## src/rtl/mult_arbiter_if.sv

```systemverilog
// rtl/mult_arbiter_if.sv - requester, shared-multiplier and response bus of mult_arbiter
interface mult_arbiter_if #(
    parameter int NUM_REQ = 4
);
    localparam int IDW = (NUM_REQ > 1) ? $clog2(NUM_REQ) : 1;

    logic [NUM_REQ-1:0]    req_valid;
    logic [NUM_REQ-1:0]    req_ready;
    logic [32*NUM_REQ-1:0] req_a;
    logic [32*NUM_REQ-1:0] req_b;
    logic [31:0]           mult_a;
    logic [31:0]           mult_b;
    logic [63:0]           mult_p;
    logic                  rsp_valid;
    logic [IDW-1:0]        rsp_id;
    logic [63:0]           rsp_p;

    modport slave (
        input  req_valid, req_a, req_b, mult_p,
        output req_ready, mult_a, mult_b, rsp_valid, rsp_id, rsp_p
    );

    modport master (
        output req_valid, req_a, req_b, mult_p,
        input  req_ready, mult_a, mult_b, rsp_valid, rsp_id, rsp_p
    );
endinterface

```

## src/rtl/mult_arbiter.sv

```systemverilog
// rtl/mult_arbiter.sv - round-robin share of one pipelined multiplier; MULT_ARB_FIXED_PRIO_EN selects fixed priority
module mult_arbiter #(
    parameter int NUM_REQ = 4,
    parameter int LATENCY = 5
) (
    input  logic            clk,
    input  logic            rst_n,
    input  logic            en,
    output logic            busy,
    mult_arbiter_if.slave   bus
);
    localparam int IDW = (NUM_REQ > 1) ? $clog2(NUM_REQ) : 1;

    logic               gnt_found;
    logic [IDW-1:0]     gnt_idx;
    logic               grant;
    logic [LATENCY-1:0] sh_vld;
    logic [IDW-1:0]     sh_id [LATENCY];

`ifdef MULT_ARB_FIXED_PRIO_EN
    always_comb begin
        gnt_found = 1'b0;
        gnt_idx   = '0;
        for (int k = NUM_REQ - 1; k >= 0; k--) begin
            if (bus.req_valid[k]) begin
                gnt_found = 1'b1;
                gnt_idx   = IDW'(k);
            end
        end
    end
`else
    logic [IDW-1:0] ptr;
    int             cand;

    // Walk upward from ptr with wrap; the first valid requester wins.
    always_comb begin
        gnt_found = 1'b0;
        gnt_idx   = '0;
        cand      = 0;
        for (int k = 0; k < NUM_REQ; k++) begin
            cand = int'(ptr) + k;
            if (cand >= NUM_REQ) cand = cand - NUM_REQ;
            if (!gnt_found && bus.req_valid[cand]) begin
                gnt_found = 1'b1;
                gnt_idx   = IDW'(cand);
            end
        end
    end

    always_ff @(posedge clk or negedge rst_n) begin
        if (!rst_n) begin
            ptr <= '0;
        end else if (grant) begin
            ptr <= (gnt_idx == IDW'(NUM_REQ - 1)) ? '0 : gnt_idx + IDW'(1);
        end
    end
`endif

    // rst_n is folded in so the combinational outputs are quiet during reset.
    assign grant = gnt_found && en && rst_n;

    always_comb begin
        bus.req_ready = '0;
        bus.mult_a    = '0;
        bus.mult_b    = '0;
        if (grant) begin
            bus.req_ready = NUM_REQ'(1) << gnt_idx;
            bus.mult_a    = bus.req_a[32*int'(gnt_idx) +: 32];
            bus.mult_b    = bus.req_b[32*int'(gnt_idx) +: 32];
        end
    end

    // Tracks each op alongside the multiplier stages; never stalls.
    always_ff @(posedge clk or negedge rst_n) begin
        if (!rst_n) begin
            sh_vld <= '0;
            for (int i = 0; i < LATENCY; i++) sh_id[i] <= '0;
        end else begin
            sh_vld[0] <= grant;
            sh_id[0]  <= grant ? gnt_idx : '0;
            for (int i = 1; i < LATENCY; i++) begin
                sh_vld[i] <= sh_vld[i-1];
                sh_id[i]  <= sh_id[i-1];
            end
        end
    end

    assign bus.rsp_valid = sh_vld[LATENCY-1];
    assign bus.rsp_id    = sh_vld[LATENCY-1] ? sh_id[LATENCY-1] : '0;
    assign bus.rsp_p     = bus.mult_p;
    assign busy          = |sh_vld;

endmodule

```

## src/flat_wrapper.sv

```systemverilog
// flat-port wrapper written by rule: the top's interface ports become plain ports
module mult_arbiter_flat 
#(
    parameter int NUM_REQ = 4,
    parameter int LATENCY = 5
)
  (clk, rst_n, en, busy, bus_req_valid, bus_req_a, bus_req_b, bus_mult_p, bus_req_ready, bus_mult_a, bus_mult_b, bus_rsp_valid, bus_rsp_id, bus_rsp_p);
  mult_arbiter_if #(.NUM_REQ(NUM_REQ)) bus_i ();
  input  logic clk;
  input  logic rst_n;
  input  logic en;
  output logic busy;
  input wire logic [$bits(bus_i.req_valid)-1:0] bus_req_valid;
  input wire logic [$bits(bus_i.req_a)-1:0] bus_req_a;
  input wire logic [$bits(bus_i.req_b)-1:0] bus_req_b;
  input wire logic [$bits(bus_i.mult_p)-1:0] bus_mult_p;
  output wire logic [$bits(bus_i.req_ready)-1:0] bus_req_ready;
  output wire logic [$bits(bus_i.mult_a)-1:0] bus_mult_a;
  output wire logic [$bits(bus_i.mult_b)-1:0] bus_mult_b;
  output wire logic [$bits(bus_i.rsp_valid)-1:0] bus_rsp_valid;
  output wire logic [$bits(bus_i.rsp_id)-1:0] bus_rsp_id;
  output wire logic [$bits(bus_i.rsp_p)-1:0] bus_rsp_p;
  assign bus_i.req_valid = bus_req_valid;
  assign bus_i.req_a = bus_req_a;
  assign bus_i.req_b = bus_req_b;
  assign bus_i.mult_p = bus_mult_p;
  assign bus_req_ready = bus_i.req_ready;
  assign bus_mult_a = bus_i.mult_a;
  assign bus_mult_b = bus_i.mult_b;
  assign bus_rsp_valid = bus_i.rsp_valid;
  assign bus_rsp_id = bus_i.rsp_id;
  assign bus_rsp_p = bus_i.rsp_p;
  mult_arbiter #(.NUM_REQ(NUM_REQ), .LATENCY(LATENCY)) u_core (.clk(clk), .rst_n(rst_n), .en(en), .busy(busy), .bus(bus_i));
endmodule
```

## config.mk

```make
export PLATFORM = sky130hd
export DESIGN_NAME = mult_arbiter_flat
export DESIGN_NICKNAME = d
export VERILOG_FILES = /design/src/rtl/mult_arbiter_if.sv /design/src/rtl/mult_arbiter.sv /design/src/flat_wrapper.sv
export SDC_FILE = /design/constraint.sdc
export NUM_CORES = 1
export LEC_CHECK = 0
export CORE_AREA = 2 2 182 184
export CTS_BUF_LIST = sky130_fd_sc_hd__clkbuf_8
export DETAILED_ROUTE_END_ITERATION = 6
export DIE_AREA = 0 0 184 186
export PLACE_DENSITY_LB_ADDON = 0.05
export REMOVE_ABC_BUFFERS = 1
export SYNTH_ARGS = -nofsm -noshare
export SYNTH_HDL_FRONTEND = slang
export SYNTH_SLANG_ARGS = --single-unit
```

## constraint.sdc

```tcl
create_clock -name clk -period 4.52 [get_ports clk]
set_input_delay 0.904 -clock clk [delete_from_list [all_inputs] [get_ports clk]]
set_output_delay 0.904 -clock clk [all_outputs]
set_load 0.005 [all_outputs]
```

After elaboration in Yosys (flattened, before gate mapping)
Cells that the tools add are included. Widths: inputs -> output; s select.

Output and inout bits: 136. Bits in registers: 17. Bits of input ports: 327.

Muxes and demuxes: 30. $lt $le $gt $ge: 8. Shift operators: 3. Equal/unequal tests: 1. Reductions and logical operators: 9. Add/subtract/negate cells: 8.

Operator list (count): $shiftx 128x8->32 (2); $mux 32 (6); $lt 32x4->1 const B (4); $ge 32x4->1 const B (3); $sub 32x4->32 const B (3); $mux 2 (7); $mux 1 (12); $bmux 1 s2 (4); $add 2x2->3 const B (2); $logic_and 1x1->1 (5); $reduce_or 5->1 (1); $mux 4 (1); $shl 1x2->4 const A (1); $sub 2x3->4 const B (1); $add 2x1->3 const B (1); $ge 2x3->1 const B (1); $logic_not 1->1 (3); $add 2x1->2 const B (1); $eq 2x2->1 const B (1).

Longest topological paths before layout
Depth in word-level cells: 18. Gate-level depth with buffers: 9. Mapped depth without buffers: 6.

Worst setup path before layout
Ideal clock, no wire load.

Kind: input to output. Start point: input port bus_req_valid[0]. End point: output port bus_req_ready[3]. Data arrival time: 2.061 ns. Buffers on the path: 3. Setup slack: 1.555 ns. Cell stages on the path: 9. Cell sequence: inv_1 -> o22ai_1 -> a211o_1 -> buf_6 -> buf_12 -> buf_12 -> inv_1 -> ha_1 -> and2_1.

Longest elaborated chain between the ends: 16. Elaborated cells on any way between the ends: 30. Those cells by class: 1 x shift; 21 x mux; 8 x reduce/logical.

RTL lines: from (decl) (RTL line flat_wrapper.sv:13) `input wire logic [$bits(bus_i.req_valid)-1:0] bus_req_valid;`; $bmux 1 s2 (RTL line mult_arbiter.sv:43) `if (!gnt_found && bus.req_valid[cand]) begin`; $mux 1 (not written as such) (2 in series) (RTL line mult_arbiter.sv:43); $mux 1 (RTL line mult_arbiter.sv:43); $logic_not 1->1 (RTL line mult_arbiter.sv:43); $logic_and 1x1->1 (RTL line mult_arbiter.sv:43); $mux 1 (RTL line mult_arbiter.sv:43); $logic_not 1->1 (RTL line mult_arbiter.sv:43); $logic_and 1x1->1 (RTL line mult_arbiter.sv:43); $mux 1 (RTL line mult_arbiter.sv:43); $logic_not 1->1 (RTL line mult_arbiter.sv:43); $logic_and 1x1->1 (RTL line mult_arbiter.sv:43); $mux 1 (RTL line mult_arbiter.sv:43); $logic_and 1x1->1 (2 in series) (RTL line mult_arbiter.sv:60) `assign grant = gnt_found && en && rst_n;`; $mux 4 (*) (RTL line mult_arbiter.sv:66) `if (grant) begin`; to (decl) (RTL line flat_wrapper.sv:17) `output wire logic [$bits(bus_i.req_ready)-1:0] bus_req_ready;`.

Every way passes the cells marked *; elsewhere a longest branch is shown, timed or not. The select of a mux whose other input is x is not followed.

Worst setup path after layout
Start point: input port bus_req_valid[0]. End point: output port bus_mult_b[4].

Longest elaborated chain between the ends: 16. Elaborated cells on any way between the ends: 30. Those cells by class: 1 x shift; 21 x mux; 8 x reduce/logical.

RTL lines: parallel branches: the longest is 15 deep, another holds $bmux 1 s2; $mux 32 (*) (RTL line mult_arbiter.sv:66); to (decl) (RTL line flat_wrapper.sv:19) `output wire logic [$bits(bus_i.mult_b)-1:0] bus_mult_b;`.

Mark *: on every way between the ends. The select of a mux whose other input is x is not followed.

==> impl_summary.txt <==
----------------------------------------------------
[Power and ir drop]
  Leakage ... 2.61 nW
  Net switching power figure ... 0.000583 W
  Power, Total ... 0.00153 W
  Clock network fraction of total power ... 7.0%
  Power Dens Cells ... 238 nW/µm²
  Cell-internal power ... 0.000947 W
  Combinational cell fraction of total power ... 80.8%
  IR Drop Worst-Case VDD ... 0.000144 V
  Fraction of power consumed by sequential logic ... 12.2%
  Switching share of power ... 38.1%

[Route]
  Via total after detailed routing ... 3798
  Iter 0 DRT Violations ... 96
  Routed length per placed instance ... 25.1 µm
  Via-to-Cell Ratio ... 3.76
  Count of unresolved DRC violations after routing ... 0
  Aggregate routed wire length ... 25300 µm
  Remaining number of nets flagged by the antenna check after routing ... 0
  Pre-Repair DR Iteration Count ... 4

[Synth]
  Synthesis Warnings ... 0
  Unique cell type count in the Yosys netlist ... 25
  Mapped Avg Cell Area ... 9.18 µm²
  Post-synthesis cell type with the largest combined area ... sky130_fd_sc_hd__mux2i_1
  Cell area after synthesis ... 3110 µm²
  Seq/Total Area, Yosys ... 13.7%
  Post-Syn Instances ... 339
  Area share of the largest cell type after synthesis ... 41.2%
  Largest cells by area after synthesis ... sky130_fd_sc_hd__mux2i_1 41%, sky130_fd_sc_hd__buf_4 15%, sky130_fd_sc_hd__dfrtp_1 14%
  Post-synthesis register bit count ... 17

[Placement]
  Post-DP HPWL ... 21500 µm
  Final estimated routing congestion in global placement ... 0.751
  I/O Buffers ... 334

[Critical path]
  Worst EP required ... 3620 ps
  Minimum setup slack among reg-to-reg paths ... 2670 ps
  Kind of start point of the critical path ... input port
  Cell count of the worst reg-to-reg path ... 6
  Sequence of cells on the critical path ... clkdlybuf4s50_1 -> inv_1 -> o22ai_1 -> a211o_4 -> buf_4 -> mux2i_1 -> o22ai_1 -> clkdlybuf4s50_1
  CP Class ... input port to output port
  Terminus of the critical flop-to-flop path ... u_core.ptr[1]
  Data arrival time of the critical path ... 3420 ps
  Highest cell delay on the worst timing path ... 580 ps
  Crit end category ... output port
  Master of the slowest instance on the critical path ... sky130_fd_sc_hd__clkdlybuf4s50_1
  Buffering stage count on the worst path with inverters included ... 4
  Category of cells accounting for the largest share of critical-path delay ... buffers and inverters
  Startpoint of the lowest-slack register-to-register path ... u_core.ptr[0]
  Maximum fanout along the worst path ... 25

[Floorplan]
  Number of I/O pins ... 463
  Effective utilization at floorplan ... 9.66%
  Height of the die ... 186 µm
  Die W ... 184 µm
  Count of standard-cell rows ... 66
  Overall die area ... 34200 µm²
  Core Area ... 32200 µm²

[STA]
  Time the worst path needs with I/O delays and setup ... 4320 ps
  Final hold viol count ... 0
  Setup repair after global routing missed its margin ... no
  Number of pins exceeding their max-slew limit in the final report ... 0
  F_max ... 0.231 GHz
  Final worst-path cycle share ... 95.6%
  # setup viols final ... 0
  Tightest hold margin ... 348 ps
  Actual transition at the worst max-transition pin ... 457 ps
  Worst clock skew ... 3.55 ps
  Worst slew margin relative to its limit ... 69.5%

[Global routing]
  Largest net degree at the start of global routing ... 55
  Antenna violations before repair ... 6
  Wire length of the first global-routing pass ... 32500 µm
  Total routing usage reported by global routing ... 13.8%
  Total overflow reported by the global router ... 0
  Vias in the first global route ... 4097

[Clocking]
  Clock tree sinks ... 17
  Cts bufs inserted ... 3
  CTS tree ... built
  Max Buffers Root-to-Sink ... 2
  Buffers inserted during post-CTS setup optimization ... 0
  Clock Root Buffer ... sky130_fd_sc_hd__clkbuf_8
  PostCTS Resize Cnt ... 0
  H-tree depth ... 1
  Clock transition at the register clock pins on the worst setup and hold paths after CTS ... 60 ps
  Insertion delay of the later-clocked pin in the worst-skew pair ... 250 ps
  Hold buffers post-CTS ... 0

[Layout]
  Most frequent standard cell in the layout excluding fill and tap cells ... sky130_fd_sc_hd__clkdlybuf4s50_1
  # fillers ... 3571
  Nets@finish ... 930
  Share of final-layout standard cells stronger than drive strength 1 ... 4.18%
  Most used cells in the layout excluding fill and tap cells ... 334 x sky130_fd_sc_hd__clkdlybuf4s50_1, 128 x sky130_fd_sc_hd__mux2i_1, 65 x sky130_fd_sc_hd__o22ai_1, 17 x sky130_fd_sc_hd__dfrtp_1, 8 x sky130_fd_sc_hd__buf_4
  Area Growth Syn to Fin ... 107%

[Hold path]
  Worst hold path startpoint ... u_core.sh_id[9]
  Worst Hold End ... u_core.sh_id[7]
  Type of the tightest min-delay check ... flip-flop to flip-flop
  Cell depth of the worst min-delay path ... 0

[Run status]
  Status ... finished, final reports clean

[Job]
  Number of maximum-capacitance constraint violations ... 0

----------------------------------------------------
[through the flow]
stage	instance area, µm²	cells	setup WS (ps)	setup TNS (ps)	utilization [%]
floorplan	2350	247	-2160	-136220	-
global placement	6380	1002	201	0	19.8
detailed placement	6380	1002	190	0	19.8
CTS	6420	1006	182	0	19.9
global route	6430	1007	28.2	0	20.0
finish	6430	1009	197	0	20.0
[cells in the mapped netlist]
| library cell | number |
|---|---|
| sky130_fd_sc_hd__a21oi_1 | 3 |
| sky130_fd_sc_hd__buf_12 | 8 |
| sky130_fd_sc_hd__mux2i_1 | 128 |
| sky130_fd_sc_hd__buf_8 | 2 |
| sky130_fd_sc_hd__nand2_1 | 4 |
| sky130_fd_sc_hd__nor3_1 | 1 |
| sky130_fd_sc_hd__mux2_2 | 1 |
| sky130_fd_sc_hd__inv_1 | 5 |
| sky130_fd_sc_hd__clkbuf_1 | 2 |
| sky130_fd_sc_hd__inv_2 | 1 |
| sky130_fd_sc_hd__o22ai_1 | 65 |
| sky130_fd_sc_hd__buf_4 | 64 |
| sky130_fd_sc_hd__buf_6 | 1 |
| sky130_fd_sc_hd__buf_2 | 11 |
| sky130_fd_sc_hd__nor3_2 | 1 |
| sky130_fd_sc_hd__a31oi_2 | 1 |
| sky130_fd_sc_hd__ha_1 | 4 |
| sky130_fd_sc_hd__nor2_1 | 5 |
| sky130_fd_sc_hd__dfrtp_1 | 17 |
| sky130_fd_sc_hd__nand2b_1 | 2 |
| sky130_fd_sc_hd__and2_1 | 6 |
| sky130_fd_sc_hd__nor2_2 | 1 |
| sky130_fd_sc_hd__buf_1 | 4 |
| sky130_fd_sc_hd__a211o_1 | 1 |
| sky130_fd_sc_hd__nor3b_2 | 1 |
[flip-flops by register name (all words and copies together), names as in the netlist]
signal / flops
u_core.sh_vld: 5
u_core.ptr: 2
u_core.sh_id: 10
[routing by layer]
metal / wire (µm) / up-vias / track usage, %
li1: - / 1714 / -
met2: 11600 / 319 / 21.7
met1: 8370 / 1733 / 13.2
met4: 69 / 14 / 0.832
met5: 374 / - / 8.15
met3: 4850 / 18 / 13.3
[logic make-up (layout without fill, tap and decap cells)]
| kind of cell | after synthesis | in the layout | share of synthesized area, % |
|---|---|---|---|
| multiplexers | 129 | 129 | 41.6 |
| buffers and inverters | 98 | 357 | 25.1 |
| flip-flops | 17 | 17 | 13.7 |
| other | 0 | 3 | 0 |
| AND/OR/NAND/NOR | 21 | 21 | 3.78 |
| AO/OA/AOI/OAI | 70 | 70 | 14.2 |
| adder cells (fa/ha/maj) | 4 | 4 | 1.61 |
[how the worst max path moves through the flow]
stage | startpoint | end | slack, ps | cells past startpoint
after floorplan | bus_req_valid[1] | bus_req_ready[1] | -2160 | 6
after CTS | bus_req_valid[0] | bus_mult_b[25] | 180 | 8
after global placement | bus_req_valid[1] | bus_mult_b[30] | 200 | 8
after global routing | bus_req_valid[0] | bus_mult_b[25] | 30 | 8
final | bus_req_valid[0] | bus_mult_b[4] | 200 | 8
after detailed placement | bus_req_valid[0] | bus_mult_b[25] | 190 | 8
[power by group through the flow]
stage                     logic [W]  registers [W]  clock network, W
after global routing        0.00134       0.000190          0.000122
after floorplan            0.000792       0.000183                 0
after global placement      0.00126       0.000190                 0
after CTS                   0.00127       0.000188          0.000114
final                       0.00124       0.000187          0.000107
after detailed placement    0.00126       0.000191                 0
[final cells by class]
cell class	count	area, µm²	share of cell area [%]
Timing Repair Buffer	347	3500	54.5
Multi-Input combinational cell	224	1920	29.8
Tap cell	408	510	7.94
Sequential cell	17	425	6.61
Clock buffer	3	41.3	0.642
Inverter	6	22.5	0.350
Antenna cell	3	7.51	0.117
Clock inverter	1	3.75	0.0584
Power figures use the tool's default switching activity.
